### config.mk
export PLATFORM = sky130hd
export DESIGN_NAME = cp0_intc
export DESIGN_NICKNAME = d
export VERILOG_FILES = /design/src/rtl/cp0_pkg.sv /design/src/rtl/irq_pending.sv /design/src/rtl/cp0_intc.sv
export SDC_FILE = /design/constraint.sdc
export NUM_CORES = 1
export LEC_CHECK = 0
export CAP_MARGIN = 5
export CELL_PAD_IN_SITES_DETAIL_PLACEMENT = 1
export CELL_PAD_IN_SITES_GLOBAL_PLACEMENT = 1
export CORE_UTILIZATION = 34
export DETAILED_ROUTE_END_ITERATION = 7
export PLACE_DENSITY = 0.95
export SYNTH_ARGS = -nofsm -noshare
export SYNTH_HDL_FRONTEND = slang
export SYNTH_SLANG_ARGS = --single-unit
### constraint.sdc
create_clock -name clk -period 3.4 [get_ports clk]
set_input_delay 0.68 -clock clk [delete_from_list [all_inputs] [get_ports clk]]
set_output_delay 0.68 -clock clk [all_outputs]
set_load 0.1 [all_outputs]
### src/rtl/cp0_pkg.sv
// Shared CP0 definitions: register numbers, ExcCodes, SR/Cause bit positions.
// Latency: none; constants and pure helper functions only.
// Backpressure: not applicable.
package cp0_pkg;

    // CP0 register numbers as seen on the mfc0/mtc0 addr field
    localparam logic [4:0] CP0_COUNT   = 5'd9;
    localparam logic [4:0] CP0_COMPARE = 5'd11;
    localparam logic [4:0] CP0_SR      = 5'd12;
    localparam logic [4:0] CP0_CAUSE   = 5'd13;
    localparam logic [4:0] CP0_EPC     = 5'd14;
    localparam logic [4:0] CP0_PRID    = 5'd15;

    // ExcCode values
    localparam logic [4:0] EXC_INT  = 5'd0;
    localparam logic [4:0] EXC_ADEL = 5'd4;
    localparam logic [4:0] EXC_ADES = 5'd5;
    localparam logic [4:0] EXC_RI   = 5'd10;
    localparam logic [4:0] EXC_OV   = 5'd12;

    // SR / Cause field positions
    localparam int SR_IE         = 0;
    localparam int SR_EXL        = 1;
    localparam int IP_LSB        = 8;
    localparam int CAUSE_EXC_LSB = 2;
    localparam int CAUSE_BD      = 31;

    // Return address for the faulting instruction: back up over the branch
    // when the instruction sits in a delay slot, always word aligned.
    function automatic logic [31:0] epc_of(input logic [31:0] pc, input logic bd);
        logic [31:0] a;
        a = bd ? (pc - 32'd4) : pc;
        return {a[31:2], 2'b00};
    endfunction

endpackage

### src/rtl/irq_pending.sv
// One interrupt pending bit: level follower or rising-edge sticky latch.
// Latency: irq (or its rising edge) appears on ip one clock later.
// Backpressure: none; a software write of 0 clears a sticky bit, a same-cycle edge wins.
module irq_pending #(
    parameter bit EDGE = 1'b0
) (
    input  logic clk,
    input  logic reset,
    input  logic irq,
    input  logic wr,
    input  logic wr_val,
    output logic ip
);

    logic irq_q;

    // Edge history and pending state; new edges override a concurrent clear
    always_ff @(posedge clk or negedge reset) begin
        if (!reset) begin
            irq_q <= 1'b0;
            ip    <= 1'b0;
        end else begin
            irq_q <= irq;
            if (EDGE)
                ip <= (irq & ~irq_q) | (wr ? wr_val : ip);
            else
                ip <= irq;
        end
    end

endmodule

### src/rtl/cp0_intc.sv
// CP0 interrupt/exception controller beside the M stage: SR/Cause/EPC/PRId, take and eret.
// Latency: take is combinational on registered IP/SR and exc_req; state updates at the next edge.
// Backpressure: none; take flushes M, so a concurrent mtc0 or eret is dropped. Option: CP0_TIMER_EN.
module cp0_intc
    import cp0_pkg::*;
#(
    parameter int                 NUM_IRQ   = 6,
    parameter logic [NUM_IRQ-1:0] EDGE_MASK = '0,
    parameter logic [31:0]        PRID      = 32'h0000_7001
) (
    input  logic               clk,
    input  logic               reset,
    input  logic [NUM_IRQ-1:0] irq,
    input  logic               exc_req,
    input  logic [4:0]         exc_code,
    input  logic [31:0]        pc_m,
    input  logic               bd_m,
    input  logic               we,
    input  logic [4:0]         addr,
    input  logic [31:0]        wdata,
    input  logic               eret,
    output logic [31:0]        rdata,
    output logic               take,
    output logic [31:0]        epc
);

    localparam int IP_MSB = IP_LSB + NUM_IRQ - 1;

    logic [NUM_IRQ-1:0] im;
    logic [NUM_IRQ-1:0] ip_line;
    logic [NUM_IRQ-1:0] ip;
    logic               ie;
    logic               exl;
    logic               bd;
    logic [4:0]         exc;
    logic [31:0]        epc_q;
    logic               int_p;
    logic               wr_ok;
    logic               wr_cause;

    // A flushed instruction must not commit its mtc0
    assign wr_ok    = we & ~take;
    assign wr_cause = wr_ok & (addr == CP0_CAUSE);

    for (genvar g = 0; g < NUM_IRQ; g++) begin : g_line
        irq_pending #(.EDGE(EDGE_MASK[g])) u_pend (
            .clk    (clk),
            .reset  (reset),
            .irq    (irq[g]),
            .wr     (wr_cause),
            .wr_val (wdata[IP_LSB + g]),
            .ip     (ip_line[g])
        );
    end

`ifdef CP0_TIMER_EN
    logic [31:0]        count;
    logic [31:0]        compare;
    logic               armed;
    logic               tpend;
    logic [NUM_IRQ-1:0] tmask;

    // Free-running counter and sticky compare match; match is disarmed until Compare is first written
    always_ff @(posedge clk or negedge reset) begin
        if (!reset) begin
            count   <= '0;
            compare <= '0;
            armed   <= 1'b0;
            tpend   <= 1'b0;
        end else begin
            count <= (wr_ok && addr == CP0_COUNT) ? wdata : count + 32'd1;
            if (wr_ok && addr == CP0_COMPARE) begin
                compare <= wdata;
                armed   <= 1'b1;
                tpend   <= 1'b0;
            end else if (armed && count == compare) begin
                tpend <= 1'b1;
            end
        end
    end

    // Timer pending rides on the highest interrupt line
    always_comb begin
        tmask              = '0;
        tmask[NUM_IRQ - 1] = tpend;
    end

    assign ip = ip_line | tmask;
`else
    assign ip = ip_line;
`endif

    assign int_p = (|(ip & im)) & ie & ~exl;
    assign take  = int_p | (exc_req & ~exl);
    assign epc   = epc_q;

    // Exception entry has priority over eret and mtc0 of the same instruction
    always_ff @(posedge clk or negedge reset) begin
        if (!reset) begin
            im    <= '0;
            ie    <= 1'b0;
            exl   <= 1'b0;
            bd    <= 1'b0;
            exc   <= '0;
            epc_q <= '0;
        end else if (take) begin
            exl   <= 1'b1;
            bd    <= bd_m;
            epc_q <= epc_of(pc_m, bd_m);
            exc   <= int_p ? EXC_INT : exc_code;
        end else if (eret) begin
            exl <= 1'b0;
        end else if (we) begin
            if (addr == CP0_SR) begin
                im  <= wdata[IP_MSB:IP_LSB];
                exl <= wdata[SR_EXL];
                ie  <= wdata[SR_IE];
            end else if (addr == CP0_EPC) begin
                epc_q <= wdata;
            end
        end
    end

    // mfc0 read mux; unmapped registers read zero
    always_comb begin
        rdata = '0;
        case (addr)
            CP0_SR: begin
                rdata[IP_MSB:IP_LSB] = im;
                rdata[SR_EXL]        = exl;
                rdata[SR_IE]         = ie;
            end
            CP0_CAUSE: begin
                rdata[CAUSE_BD]                          = bd;
                rdata[IP_MSB:IP_LSB]                     = ip;
                rdata[CAUSE_EXC_LSB+4:CAUSE_EXC_LSB]     = exc;
            end
            CP0_EPC:  rdata = epc_q;
            CP0_PRID: rdata = PRID;
`ifdef CP0_TIMER_EN
            CP0_COUNT:   rdata = count;
            CP0_COMPARE: rdata = compare;
`endif
            default: rdata = '0;
        endcase
    end

endmodule

==> report_table.html <==
<table>
<tr><th>Metric</th><th>Value</th></tr>
<tr><th colspan="2">Final layout</th></tr>
<tr><td>Layout fillers</td><td>1109</td></tr>
<tr><td>Non-filler instance count after layout</td><td>636</td></tr>
<tr><td>Area grow syn2layout</td><td>58.71%</td></tr>
<tr><td>Post-route design area</td><td>0.005517 sq mm</td></tr>
<tr><td>Number of nets in the final layout</td><td>589</td></tr>
<tr><td>Final core area utilization</td><td>56.18%</td></tr>
<tr><td>Layout cell share with drive strength beyond 1</td><td>24.85%</td></tr>
<tr><td>Antenna cell count</td><td>0</td></tr>
<tr><th colspan="2">Timing</th></tr>
<tr><td>Share of the clock period used by the worst path after layout</td><td>93.64%</td></tr>
<tr><td>Post-Route Skew</td><td>0.01136 ns</td></tr>
<tr><td>RSZ-0062 raised after global routing</td><td>no</td></tr>
<tr><td>Final Max Slew Viols</td><td>0</td></tr>
<tr><td>Transition at the pin with the smallest max-transition slack</td><td>0.9575 ns</td></tr>
<tr><td>Hold Fails Final Rpt</td><td>0</td></tr>
<tr><td>Relative slew slack</td><td>36.17%</td></tr>
<tr><td>Hold WS</td><td>0.4161 ns</td></tr>
<tr><td>FMAX</td><td>314.1 MHz</td></tr>
<tr><td>Period minus WS final</td><td>3.184 ns</td></tr>
<tr><td>Final setup violation count</td><td>0</td></tr>
<tr><th colspan="2">GRT</th></tr>
<tr><td>Number of global-route vias before repair</td><td>3998</td></tr>
<tr><td>Initial antenna violation count</td><td>0</td></tr>
<tr><td>Pin count of the biggest net entering global routing</td><td>44</td></tr>
<tr><td>First-pass GRT wire length</td><td>22040 microns</td></tr>
<tr><td>Total track usage</td><td>27.50%</td></tr>
<tr><td>Global route total overflow</td><td>0</td></tr>
<tr><th colspan="2">Setup path</th></tr>
<tr><td>Worst r2r path cells</td><td>7</td></tr>
<tr><td>Worst-path fanout max</td><td>10</td></tr>
<tr><td>Required time reported for the critical path endpoint</td><td>2.72 ns</td></tr>
<tr><td>Launch instance of the worst register-to-register path</td><td>im[1]$_DFFE_PN0P_</td></tr>
<tr><td>Register-to-register path setup slack</td><td>0.80 ns</td></tr>
<tr><td>Worst setup SP type</td><td>input port</td></tr>
<tr><td>Type of element capturing the critical path</td><td>output pin</td></tr>
<tr><td>Reg-to-reg critical path endpoint</td><td>epc[3]$_DFFE_PN0P_</td></tr>
<tr><td>Kind of critical path</td><td>input port to output pin</td></tr>
<tr><td>Data arrival time at the worst-slack endpoint</td><td>2.50 ns</td></tr>
<tr><th colspan="2">Floorplanning</th></tr>
<tr><td>Effective utilization at floorplan</td><td>35.40%</td></tr>
<tr><td>DIE HEIGHT</td><td>103.1 microns</td></tr>
<tr><td>Core outline area</td><td>0.009819 sq mm</td></tr>
<tr><td>Width of the die</td><td>103.1 microns</td></tr>
<tr><td>Die Area</td><td>0.01063 sq mm</td></tr>
<tr><td>Number of standard-cell rows in the floorplan</td><td>36</td></tr>
<tr><td>Boundary Pins</td><td>151</td></tr>
<tr><th colspan="2">Logic synthesis</th></tr>
<tr><td>Count of flip-flops with a built-in enable after synthesis</td><td>0</td></tr>
<tr><td>Mean cell area of the mapped netlist</td><td>9.736 sq um</td></tr>
<tr><td>Library cells used by synthesis</td><td>44</td></tr>
<tr><td>Proportion of synthesized chip area in sequential cells</td><td>37.44%</td></tr>
<tr><td>Gate Count Post-Synth</td><td>357</td></tr>
<tr><td>Predominant post-synthesis flop cell</td><td>sky130_fd_sc_hd__dfrtp_1</td></tr>
<tr><td>Synthesized area</td><td>0.003476 sq mm</td></tr>
<tr><td>Post-synth net total</td><td>444</td></tr>
<tr><td>Number of synthesized register bits</td><td>52</td></tr>
<tr><td>Yosys warnings</td><td>0</td></tr>
<tr><td>Fraction of registers with async set/reset</td><td>100.0%</td></tr>
<tr><th colspan="2">Routing</th></tr>
<tr><td>Detail-routed net length per standard cell</td><td>22.96 microns</td></tr>
<tr><td>Antenna Nets Post-Route</td><td>0</td></tr>
<tr><td>Post-route DRC</td><td>0</td></tr>
<tr><td>Final WL</td><td>14600 microns</td></tr>
<tr><td>Initial DRC count</td><td>180</td></tr>
<tr><td>First-pass iteration count of the detailed router</td><td>4</td></tr>
<tr><td>Total number of vias</td><td>3809</td></tr>
<tr><td>Via density</td><td>5.989</td></tr>
<tr><th colspan="2">Clock tree</th></tr>
<tr><td>Cts bufs inserted</td><td>5</td></tr>
<tr><td>TritonCTS clock tree</td><td>built</td></tr>
<tr><td>Sink Count</td><td>52</td></tr>
<tr><td>H-tree depth</td><td>2</td></tr>
<tr><td>Postcts setup bufs</td><td>0</td></tr>
<tr><td>Clock Latency Late Sink</td><td>0.31 ns</td></tr>
<tr><td>Clock-pin slew of the registers on the worst-case setup and hold paths</td><td>0.11 ns</td></tr>
<tr><td>Root buffer selected by CTS</td><td>sky130_fd_sc_hd__clkbuf_8</td></tr>
<tr><td>Max Root-Sink Buffers</td><td>2</td></tr>
<tr><th colspan="2">Status</th></tr>
<tr><td>Status</td><td>finished clean</td></tr>
<tr><th colspan="2">Job</th></tr>
<tr><td>Max-capacitance violation count</td><td>0</td></tr>
<tr><th colspan="2">Placed design</th></tr>
<tr><td>Input/output buffers</td><td>148</td></tr>
<tr><td>Final weighted congestion in routability-driven placement</td><td>0.8389</td></tr>
<tr><td>Number of placed instances, taps included</td><td>628</td></tr>
<tr><td>Post-detail-place hpwl</td><td>11110 microns</td></tr>
<tr><td>Post-place instance area</td><td>0.005420 sq mm</td></tr>
<tr><th colspan="2">Power</th></tr>
<tr><td>Power density cells</td><td>471.0 mW/mm^2</td></tr>
<tr><td>Overall power after layout</td><td>2.598 mW</td></tr>
<tr><td>Register share of total power</td><td>32.5%</td></tr>
<tr><td>Portion of total power attributed to the clock network</td><td>15.0%</td></tr>
<tr><td>Net switching fraction of the power</td><td>51.30%</td></tr>
<tr><td>Total leakage power</td><td>2.182 nW</td></tr>
<tr><td>VDD IR-drop max</td><td>272.3 uV</td></tr>
<tr><td>Psw</td><td>1.333 mW</td></tr>
<tr><td>Proportion of power drawn by combinational gates</td><td>52.5%</td></tr>
<tr><td>Int Power</td><td>1.265 mW</td></tr>
<tr><th colspan="2">Min path</th></tr>
<tr><td>Class of the worst hold path</td><td>input port to asynchronous set/reset pin</td></tr>
</table>
## through the flow
step | setup WS [ns] | TNS, ns
3_5_place_dp | 0.06482 | 0
3_3_place_gp | 0.1843 | 0
2_1_floorplan | -0.1566 | -0.3132
5_1_grt | 0.1082 | 0
4_1_cts | 0.04263 | 0
6_report | 0.2162 | 0
## layer usage
| metal | part of all wire [%] | wire (microns) | track usage [%] | vias to the layer above |
|---|---|---|---|---|
| li1 | - | - | - | 1704 |
| met1 | 39 | 5744 | 32.55 | 1921 |
| met2 | 53 | 7757 | 50.56 | 153 |
| met3 | 4.9 | 713 | 3.729 | 31 |
| met4 | 2.7 | 388 | 9.967 | 0 |
| met5 | 0 | 0 | 0 | - |
## power groups by stage
stage | logic (mW) | registers (mW) | clock network, mW
floorplan | 0.322 | 1.44 | 0
global placement | 1.33 | 0.838 | 0
CTS | 1.37 | 0.843 | 0.398
detailed placement | 1.36 | 0.854 | 0
global route | 1.41 | 0.858 | 0.418
finish | 1.36 | 0.845 | 0.390
## worst max path at each step
stage | startpoint | endpoint | slack (ns) | depth (start not counted)
after floorplan | addr[0] | rdata[12] | -0.16 | 6
after global placement | addr[3] | rdata[31] | 0.18 | 6
after detailed placement | addr[3] | rdata[11] | 0.06 | 7
after CTS | addr[3] | rdata[8] | 0.04 | 7
after global routing | im[1]$_DFFE_PN0P_ | take | 0.11 | 6
final | addr[3] | rdata[5] | 0.22 | 6
## sequential cells by signal, indices dropped and copies added, names as in the netlist
| register | count |
|---|---|
| epc | 32 |
| g_line.u_pend.ip | 6 |
| im | 6 |
| exc | 5 |
| bd | 1 |
| exl | 1 |
| ie | 1 |
## worst max-delay path: stages
cell                              delay (ns)
sky130_fd_sc_hd__clkdlybuf4s50_1        0.50
sky130_fd_sc_hd__nor4bb_1               0.29
sky130_fd_sc_hd__buf_4                  0.23
sky130_fd_sc_hd__and2_2                 0.34
sky130_fd_sc_hd__a22o_1                 0.26
sky130_fd_sc_hd__buf_12                 0.19
## kinds of logic (layout without fill, tap and decap cells)
kind of cell | after synthesis | after routing | share of synthesized area (%)
mux | 36 | 36 | 10.66
fa+ha+maj | 1 | 1 | 0.3599
buf+inv | 36 | 182 | 4.788
compound gates | 88 | 88 | 17.75
flops | 52 | 52 | 37.44
xor+xnor | 11 | 11 | 2.772
simple gates | 133 | 133 | 26.24
## cell usage in the layout, fill, tap and decap left out, drive strengths merged, types with 16 or more instances in the layout
master	instances
a31oi	17
and3	17
buf	87
clkdlybuf4s50	82
dfrtp	52
mux2i	28
nand4	18
nor4bb	17
o21ai	16
o31ai	26
## Yosys cell counts, types with 3 or more instances
master                     number  area share, %
sky130_fd_sc_hd__dfrtp_1       52             37
sky130_fd_sc_hd__inv_1          5           0.54
sky130_fd_sc_hd__or4_1          9            1.9
sky130_fd_sc_hd__xor2_1         6            1.5
sky130_fd_sc_hd__nor2_1        10            1.1
sky130_fd_sc_hd__o21ai_0       16            2.3
sky130_fd_sc_hd__a31oi_1       17            3.1
sky130_fd_sc_hd__nand2_1       11            1.2
sky130_fd_sc_hd__and3_1        17            3.1
sky130_fd_sc_hd__nand4_1       18            3.2
sky130_fd_sc_hd__clkbuf_1      25            2.7
sky130_fd_sc_hd__or4_4          4            1.3
sky130_fd_sc_hd__or3_1         10            1.8
sky130_fd_sc_hd__nor4_1         6            1.1
sky130_fd_sc_hd__mux2_2         8            2.6
sky130_fd_sc_hd__or3_2          3           0.65
sky130_fd_sc_hd__o31ai_1       26            5.6
sky130_fd_sc_hd__nor4bb_1      17            4.9
sky130_fd_sc_hd__nand3_1        6           0.86
sky130_fd_sc_hd__mux2i_1       28            8.1
sky130_fd_sc_hd__a22o_1        12            3.0
sky130_fd_sc_hd__buf_2          3           0.43
sky130_fd_sc_hd__o41ai_1        3           0.76
sky130_fd_sc_hd__and2_1         3           0.54
sky130_fd_sc_hd__a22oi_1        9            1.9
sky130_fd_sc_hd__xnor2_1        5            1.3
sky130_fd_sc_hd__nor3_1         3           0.43
## cell type report
type	instances	area, sq um	area share [%]
multi-input cells	269	2038	36.95
repair buffers	169	1897	34.38
flip-flops and latches	52	1301	23.59
well taps	133	166.4	3.017
clock buffers	5	68.82	1.247
clock inverters	3	26.28	0.4763
inverters	5	18.77	0.3402
## repair_timing
action,in CTS,in global routing
endpoints found under the setup margin,0,1
gates resized for setup,0,1
hold buffers,0,0
(Power assumes the default switching activity.)
